===== config.mk =====
export PLATFORM = sky130hd
export DESIGN_NAME = digit_scan_sequencer
export DESIGN_NICKNAME = d
export VERILOG_FILES = /design/src/rtl/digit_scan_sequencer_pkg.sv /design/src/rtl/scan_timer.sv /design/src/rtl/digit_scan_sequencer.sv
export SDC_FILE = /design/constraint.sdc
export NUM_CORES = 1
export LEC_CHECK = 0
export ABC_AREA = 1
export BUFFER_PORTS_ARGS = -buffer_cell sky130_fd_sc_hd__buf_4
export CAP_MARGIN = 20
export CORE_MARGIN = 4
export CORE_UTILIZATION = 28
export CTS_CLUSTER_DIAMETER = 50
export DETAILED_ROUTE_END_ITERATION = 16
export GPL_TIMING_DRIVEN = 0
export SKIP_LAST_GASP = 1
export SLEW_MARGIN = 0
export SYNTH_ARGS = -nofsm -noshare
export SYNTH_HDL_FRONTEND = slang
export SYNTH_SLANG_ARGS = --single-unit

===== constraint.sdc =====
create_clock -name clk -period 3.2 [get_ports clk]
set_clock_uncertainty 0.1 [all_clocks]
set_input_delay 0 -clock clk [delete_from_list [all_inputs] [get_ports clk]]
set_output_delay 0 -clock clk [all_outputs]
set_load 0.03 [all_outputs]

===== src/rtl/digit_scan_sequencer_pkg.sv =====
// Shared types and helpers for the digit scan sequencer.
// Holds the FSM state type, the decoder enable encodings and the timer width helper.
package scan_pkg;

    typedef enum logic [1:0] {
        IDLE  = 2'd0,
        BLANK = 2'd1,
        DRIVE = 2'd2
    } scan_state_t;

    // {G1, G2A_bar, G2B_bar}
    localparam logic [2:0] DEC_EN_ON  = 3'b100;
    localparam logic [2:0] DEC_EN_OFF = 3'b011;

    function automatic int timer_width(
        input int prescale,
        input int blank
    );
        int m;
        m = (prescale > blank) ? prescale : blank;
        return (m < 1) ? 1 : $clog2(m + 1);
    endfunction

endpackage


===== src/rtl/scan_timer.sv =====
// Loadable down-counter that stops at zero.
// Ports: clk, rst (sync, active-high), load, load_value[W-1:0], zero.
module scan_timer #(
    parameter int W = 2
) (
    input  logic         clk,
    input  logic         rst,
    input  logic         load,
    input  logic [W-1:0] load_value,
    output logic         zero
);

    logic [W-1:0] count;

    always_ff @(posedge clk) begin
        if (rst) begin
            count <= '0;
        end else if (load) begin
            count <= load_value;
        end else if (count != '0) begin
            count <= count - W'(1);
        end
    end

    assign zero = (count == '0);

endmodule


===== src/rtl/digit_scan_sequencer.sv =====
// Scan driver for a 3-to-8 decoder: steps {C,B,A} with blanking between digits.
// Ports: clk, rst (sync, active-high), run, A/B/C select, G1/G2A_bar/G2B_bar
// enables, frame_done pulse, busy. Macro SCAN_SKIP_EN adds input skip_mask[7:0].
module digit_scan_sequencer #(
    parameter int PRESCALE   = 4,
    parameter int BLANK      = 1,
    parameter int NUM_DIGITS = 8
) (
    input  logic       clk,
    input  logic       rst,
    input  logic       run,
`ifdef SCAN_SKIP_EN
    input  logic [7:0] skip_mask,
`endif
    output logic       A,
    output logic       B,
    output logic       C,
    output logic       G1,
    output logic       G2A_bar,
    output logic       G2B_bar,
    output logic       frame_done,
    output logic       busy
);

    import scan_pkg::*;

    localparam int TIMER_W = timer_width(PRESCALE, BLANK);

    localparam logic [TIMER_W-1:0] PRE_LD =
        TIMER_W'(PRESCALE - 1);
    localparam logic [TIMER_W-1:0] BLK_LD =
        TIMER_W'((BLANK > 0) ? BLANK - 1 : 0);
    localparam logic [2:0] LAST_SEL = 3'(NUM_DIGITS - 1);

    if (PRESCALE < 1 || PRESCALE > 65535) begin : g_bad_prescale
        $error("PRESCALE must be 1..65535");
    end
    if (BLANK < 0 || BLANK > 65535) begin : g_bad_blank
        $error("BLANK must be 0..65535");
    end
    if (NUM_DIGITS < 1 || NUM_DIGITS > 8) begin : g_bad_digits
        $error("NUM_DIGITS must be 1..8");
    end

    scan_state_t state_q, state_d;
    logic [2:0]  sel_q, sel_d;
    logic [2:0]  en_q, en_d;
    logic        fd_q, fd_d;
    logic        busy_q;
    logic        load;
    logic [TIMER_W-1:0] load_value;
    logic        t_zero;
    logic        skip_d;

    scan_timer #(
        .W(TIMER_W)
    ) u_timer (
        .clk       (clk),
        .rst       (rst),
        .load      (load),
        .load_value(load_value),
        .zero      (t_zero)
    );

    always_comb begin
        state_d    = state_q;
        sel_d      = sel_q;
        load       = 1'b0;
        load_value = '0;
        fd_d       = 1'b0;
        unique case (1'b1)
            (state_q == scan_pkg::IDLE): begin
                sel_d = '0;
                if (run) begin
                    load = 1'b1;
                    if (BLANK == 0) begin
                        state_d    = scan_pkg::DRIVE;
                        load_value = PRE_LD;
                    end else begin
                        state_d    = scan_pkg::BLANK;
                        load_value = BLK_LD;
                    end
                end
            end
            (state_q == scan_pkg::BLANK): begin
                if (!run) begin
                    state_d = scan_pkg::IDLE;
                    sel_d   = '0;
                    load    = 1'b1;
                end else if (t_zero) begin
                    state_d    = scan_pkg::DRIVE;
                    load       = 1'b1;
                    load_value = PRE_LD;
                end
            end
            (state_q == scan_pkg::DRIVE): begin
                // Slot always runs to completion; run only
                // decides where we go once it ends.
                if (t_zero) begin
                    load  = 1'b1;
                    fd_d  = (sel_q == LAST_SEL);
                    sel_d = (sel_q == LAST_SEL) ?
                            3'd0 : sel_q + 3'd1;
                    if (!run) begin
                        state_d = scan_pkg::IDLE;
                        sel_d   = '0;
                    end else if (BLANK == 0) begin
                        load_value = PRE_LD;
                    end else begin
                        state_d    = scan_pkg::BLANK;
                        load_value = BLK_LD;
                    end
                end
            end
            default: begin
                state_d = scan_pkg::IDLE;
                sel_d   = '0;
            end
        endcase
    end

`ifdef SCAN_SKIP_EN
    logic skip_q;
    logic drive_entry;

    // The mask bit is captured once per slot so a mid-slot
    // mask change cannot chop a digit's drive window.
    always_comb begin
        drive_entry = (state_d == scan_pkg::DRIVE) &&
                      ((state_q != scan_pkg::DRIVE) || t_zero);
        skip_d = drive_entry ? skip_mask[sel_d] : skip_q;
    end

    always_ff @(posedge clk) begin
        if (rst) begin
            skip_q <= 1'b0;
        end else begin
            skip_q <= skip_d;
        end
    end
`else
    assign skip_d = 1'b0;
`endif

    assign en_d = ((state_d == scan_pkg::DRIVE) && !skip_d) ?
                  DEC_EN_ON : DEC_EN_OFF;

    always_ff @(posedge clk) begin
        if (rst) begin
            state_q <= scan_pkg::IDLE;
            sel_q   <= '0;
            en_q    <= DEC_EN_OFF;
            fd_q    <= 1'b0;
            busy_q  <= 1'b0;
        end else begin
            state_q <= state_d;
            sel_q   <= sel_d;
            en_q    <= en_d;
            fd_q    <= fd_d;
            busy_q  <= (state_d != scan_pkg::IDLE);
        end
    end

    assign {C, B, A}              = sel_q;
    assign {G1, G2A_bar, G2B_bar} = en_q;
    assign frame_done             = fd_q;
    assign busy                   = busy_q;

endmodule


==> results.sh, run 1 <==
export IMPL_status="completed"
export IMPL_cp_max_fo=6
export IMPL_crit_family="flip-flops"
export IMPL_final_cell_mix="dfxtp_1 (12), inv_1 (10), buf_4 (10), nor2_1 (9)"
export IMPL_ant_nets=0
export IMPL_grt_pass1_wl_mm=1.84
export IMPL_leakage_nw=0.354
export IMPL_dp_cells=109
export IMPL_numClockSinks=12
export IMPL_fin_nets=96
export IMPL_first_pass_iters=4
export IMPL_first_global_vias=436
export IMPL_required_ps=3250
export IMPL_grt_ovfl_total=0
export IMPL_wl_met2_um=504
export IMPL_tns_ps=0
export IMPL_worst_path_buf_inv=2
export IMPL_finalSetupViolCount=0
export IMPL_port_buffers=9
export IMPL_hold_path_class="reg2reg"
export IMPL_routed_wl_mm=1.08
export IMPL_wire_per_inst_um=9.35
export IMPL_final_util=0.377
export IMPL_finalNonFillerCells=115
export IMPL_die_width_um=54.2
export IMPL_period_minus_slack_ps=1400
export IMPL_hold_violations=0
export IMPL_rows=16
export IMPL_numCtsBuffers=3
export IMPL_cts_max_level=1
export IMPL_vdd_drop_max_mv=0.179
export IMPL_track_usage=0.0919
export IMPL_dp_final_hpwl_um=840
export IMPL_core_area_um2=2000
export IMPL_drv_slew=0
export IMPL_drtIter0Drc=1
export IMPL_insertedDiodeCount=0
export IMPL_start_util=0.298
export IMPL_drc=0
export IMPL_fmax_ghz=0.716
export IMPL_power_density_nw_per_um2=482
export IMPL_multi_input_area_um2=293
export IMPL_crit_chain="inv_1, ha_1, nand2_2, inv_1, a21boi_4, a21oi_1"
export IMPL_clk_pin_slew_worst_paths_ps=80
export IMPL_cts_setup_buffers=0
export IMPL_highest_layer="met4"
export IMPL_synth_area_leaders="dfxtp_1 (40%), ha_1 (8.4%), inv_1 (6.3%)"
export IMPL_antenna_found_initial=0
export IMPL_clock_path_buffers=2
export IMPL_seq_area_um2=240
export IMPL_area_growth_pct=26.4
export IMPL_slowest_delay_ps=310
export IMPL_dieHeight_um=54.2
export IMPL_viasPerCell=4.19
export IMPL_wl_met3_um=32
export IMPL_rsz0062_at_grt="false"
export IMPL_max_slew_margin=0.763
export IMPL_io_pins=11
export IMPL_n_fill_cell=222
export IMPL_crit_path_top_delay_cell="dfxtp_1"
export IMPL_synth_warnings=0
export IMPL_crit_path_frequent_cell="inv_1"
export IMPL_timing_hold_ws_ps=436
export IMPL_layout_commonest_cell="dfxtp_1"
export IMPL_crit_type="reg2reg"
export IMPL_gp_congestion=0.764
export IMPL_yosysSeqAreaShare=0.403
export IMPL_cap_violations=0
export IMPL_num_vias=482
export IMPL_tritoncts="done"
export IMPL_drive_above_1_share=0.295
export IMPL_period_share=0.436
export IMPL_cts_resized=0
export IMPL_wl_met1_um=481
export IMPL_grt_max_degree=9
export IMPL_cp_start_kind="flip-flop"
export IMPL_synth_top_cell_by_area="dfxtp_1"
export IMPL_yosys_area_top_type_share=0.403
export IMPL_tightestPinTransition_ps=355
export IMPL_clock_latency_ps=270
export IMPL_syn_avg_cell_area_um2=8.18
export IMPL_synth_cells=73
export IMPL_syn_num_nets=80
export IMPL_root_buffer="clkbuf_4"
export IMPL_synth_area_um2=597
export IMPL_die_area_um2=2930
export IMPL_ys_types=23
export IMPL_critPathArrivalTime_ps=1450
export IMPL_crit_path_end_kind="flip-flop"
export IMPL_holdBufCountCts=2
export IMPL_ys_ff_latch=12
## metal layers
metal  up-vias  track usage
met2        10        0.133
li1        263            -
met3         4      0.00831
met1       205        0.107
met4         0        0.112
met5         -            0
## report_power, final
part | leakage (nW) | internal, W | switching [W]
clock network | 0.0210 | 0.0000691 | 0.0000498
logic | 0.235 | 0.0000294 | 0.0000520
registers | 0.0980 | 0.000158 | 0.00000519
total | 0.354 | 0.000257 | 0.000107
## area by class of cell
type,count,area share
Multi-Input combinational cell,45,0.388
Sequential cell,12,0.318
Timing Repair Buffer,11,0.116
Inverter,14,0.0697
Clock buffer,4,0.0481
Tap cell,27,0.0448
Buffer,2,0.0149
## flip-flops by register name (all words and copies together), names as in the netlist
signal,flops
sel_q,3
u_timer.count,3
en_q,2
state_q,2
busy,1
frame_done,1
## worst register-to-register path, stage by stage, from the launching register on
cell and delay, ps:
dfxtp_1 310, inv_1 70, ha_1 230, nand2_2 160, inv_1 140, a21boi_4 180
a21oi_1 80
## logic make-up after synthesis
kind of cell	count (synthesis)	synth area share
flops	12	0.403
buf+inv	16	0.107
xor+xnor	1	0.0147
fa+ha+maj	4	0.0839
compound gates	10	0.117
simple gates	30	0.275
## synthesized netlist by cell type (all sizes together)
cell,n
inv,14
a31oi,1
nor4,1
o21ai,3
xor2,1
clkbuf,1
a21boi,1
nand3b,1
o22ai,2
dfxtp,12
ha,4
a21oi,2
o211ai,1
buf,1
nor2,12
nand3,6
nand2,10
## path summary, 6_finish.rpt
| path | startpoint | end | slack (ps) | depth (start not counted) |
|---|---|---|---|---|
| max | u_timer.count[0]$_SDFFE_PP0P_ | busy$_SDFF_PP0_ | 1800 | 6 |
| min | sel_q[2]$_SDFFE_PP0P_ | sel_q[2]$_SDFFE_PP0P_ | 440 | 2 |
| max reg2reg | u_timer.count[0]$_SDFFE_PP0P_ | busy$_SDFF_PP0_ | 1800 | 6 |
| min reg2reg | sel_q[2]$_SDFFE_PP0P_ | sel_q[2]$_SDFFE_PP0P_ | 440 | 2 |
## metrics by stage
stage	total power [W]	setup WS, ps	area, um^2
after global placement	0.000246	1830	698
after floorplan	0.000228	1820	597
after global routing	0.000386	1660	754
after CTS	0.000372	1800	754
after detailed placement	0.000247	1820	698
final	0.000364	1800	754
(Power assumes the default switching activity.)
==> inputs of run 2 (changes only) <==
==> constraint.sdc (replaced) <==
create_clock -name clk -period 1.2 [get_ports clk]
set_clock_uncertainty 0.1 [all_clocks]
set_input_delay 0 -clock clk [delete_from_list [all_inputs] [get_ports clk]]
set_output_delay 0 -clock clk [all_outputs]
set_load 0.03 [all_outputs]
==> run 2 against run 1 <==
Global-route usage is 0.68 points higher. Cell count is 8.7% higher. Non-clock buffer count is 10 higher. Largest cell class unchanged. Sequential power grew to 2.7 times the previous value. Register-to-register slack worse by 1800 ps. Clock power grew to 2.7 times the previous value. Critical path type unchanged. Sequential cell count stayed put.
==> results.sh, run 2 (synthesis gave the netlist of run 1 again) <==
export IMPL_track_usage=0.0987
export IMPL_wire_per_inst_um=11.7
export IMPL_port_buffers=9
export IMPL_drv_slew=0
export IMPL_r2r_cells=6
export IMPL_drtIter0Drc=6
export IMPL_cts_max_level=1
export IMPL_rows=16
export IMPL_gp_congestion=0.740
export IMPL_vdd_drop_max_mv=0.654
export IMPL_antenna_found_initial=0
export IMPL_die_area_um2=2930
export IMPL_tns_ps=0
export IMPL_insertedDiodeCount=0
export IMPL_timing_hold_ws_ps=9.00
export IMPL_crit_path_top_delay_cell="dfxtp_4"
export IMPL_rrSetupSlack_ps=0.3
export IMPL_power_w=0.00111
export IMPL_routed_wl_mm=1.46
export IMPL_crit_path_end_kind="flip-flop"
export IMPL_dieHeight_um=54.2
export IMPL_clk_pin_slew_worst_paths_ps=80
export IMPL_grt_ovfl_total=0
export IMPL_clock_path_buffers=2
export IMPL_finalNonFillerCells=125
export IMPL_r2r_end="sel_q[2]$_SDFFE_PP0P_"
export IMPL_whs_path_depth=4
export IMPL_status="completed"
export IMPL_tightestPinTransition_ps=239
export IMPL_period_minus_slack_ps=1200
export IMPL_tritoncts="done"
export IMPL_rsz0062_at_grt="true"
export IMPL_layout_commonest_cell="buf_4"
export IMPL_slowest_delay_ps=360
export IMPL_period_share=1.00
export IMPL_core_area_um2=2000
export IMPL_io_pins=11
export IMPL_max_slew_margin=0.840
export IMPL_seq_area_um2=254
export IMPL_drc=0
export IMPL_crit_chain="ha_4, ha_4, nand3_1, nand2_1, o21ai_2, nor2_1"
export IMPL_holdPathEnd="sel_q[1]$_SDFFE_PP0P_"
export IMPL_required_ps=1310
export IMPL_min_from="rst"
export IMPL_fmax_ghz=0.834
export IMPL_reg_top3="sel_q (3), u_timer.count (3)"
export IMPL_ant_nets=0
export IMPL_first_pass_iters=4
export IMPL_area_growth_pct=60.4
export IMPL_finalSetupViolCount=0
export IMPL_num_vias=550
export IMPL_n_fill_cell=198
export IMPL_numClockSinks=12
export IMPL_cp_max_fo=2
export IMPL_crit_type="reg2reg"
export IMPL_hold_path_class="in2reg"
export IMPL_crit_path_frequent_cell="ha_4"
export IMPL_viasPerCell=4.40
export IMPL_clock_latency_ps=270
export IMPL_start_util=0.298
export IMPL_r2r_start="sel_q[1]$_SDFFE_PP0P_"
export IMPL_fin_nets=106
export IMPL_dp_cells=109
export IMPL_root_buffer="clkbuf_4"
export IMPL_critPathArrivalTime_ps=1310
export IMPL_drive_above_1_share=0.622
export IMPL_die_width_um=54.2
export IMPL_first_global_vias=509
export IMPL_numCtsBuffers=3
export IMPL_grt_pass1_wl_mm=2.07
export IMPL_dp_final_hpwl_um=833
export IMPL_grt_max_degree=8
export IMPL_leakage_nw=0.422
export IMPL_final_cell_mix="buf_4 (19), nor2_1 (9), inv_2 (7), inv_1 (6)"
export IMPL_power_density_nw_per_um2=1160
export IMPL_cap_violations=0
export IMPL_multi_input_area_um2=402
export IMPL_cp_start_kind="flip-flop"
export IMPL_hold_violations=0
## run 2: cell types whose count changed in the layout (fill, tap and decap cells not counted), sizes merged
| cell | delta |
|---|---|
| dlygate4sd3 | +1 |
| buf | +9 |
## run 2: critical path: cells and delay by family, from the launching register on
kind	cells	cell delay (ps)
AOI/OAI and AO/OA	1	50
adders and majority gates	2	410
DFF	1	360
and+or+nand+nor	3	220
## run 2: timing repair
action | CTS | global route
hold buffers | 3 | 0
resized for setup | 8 | 15
setup endpoints to repair | 10 | 11
buffers inserted | 6 | 3
hold endpoints to repair | 6 | 0
pin swaps | 2 | 12
## run 2: per-stage QoR
stage	util	cell area, um^2	worst slack [ps]
floorplan	-	638	7.64
global placement	0.369	739	-67.3
detailed placement	0.369	739	-69.4
CTS	0.433	867	8.45
global route	0.478	957	-71.2
finish	0.478	957	0.254
## run 2: metal layers
metal	wire length, um	GRT usage	vias to the layer above
li1	-	-	285
met1	644	0.118	254
met2	759	0.153	9
met3	30	0.0194	2
met4	28	0.0747	0
met5	0	0	-
## run 2: how the worst max path moves through the flow
stage                                  startpoint               endpoint  slack [ps]
floorplan           u_timer.count[1]$_SDFFE_PP0P_        busy$_SDFF_PP0_           8
global placement    u_timer.count[1]$_SDFFE_PP0P_        busy$_SDFF_PP0_         -70
detailed placement  u_timer.count[1]$_SDFFE_PP0P_        busy$_SDFF_PP0_         -70
CTS                         sel_q[1]$_SDFFE_PP0P_  sel_q[2]$_SDFFE_PP0P_           8
global route                sel_q[1]$_SDFFE_PP0P_  sel_q[0]$_SDFFE_PP0P_         -70
finish                      sel_q[1]$_SDFFE_PP0P_  sel_q[2]$_SDFFE_PP0P_         0.3
## run 2: final cells by class
class                      instances  area share
clock buffer                       4      0.0379
timing repair buffer              21       0.173
buffer                             2      0.0118
multi-input combinational         45       0.420
sequential                        12       0.265
inverter                          14      0.0575
tap                               27      0.0353
## run 2: report_power, final
part | switching, W | internal [W] | total, W
sequential | 0.0000174 | 0.000423 | 0.000440
combinational | 0.000195 | 0.000153 | 0.000348
clock | 0.000140 | 0.000184 | 0.000324
total | 0.000353 | 0.000760 | 0.00111
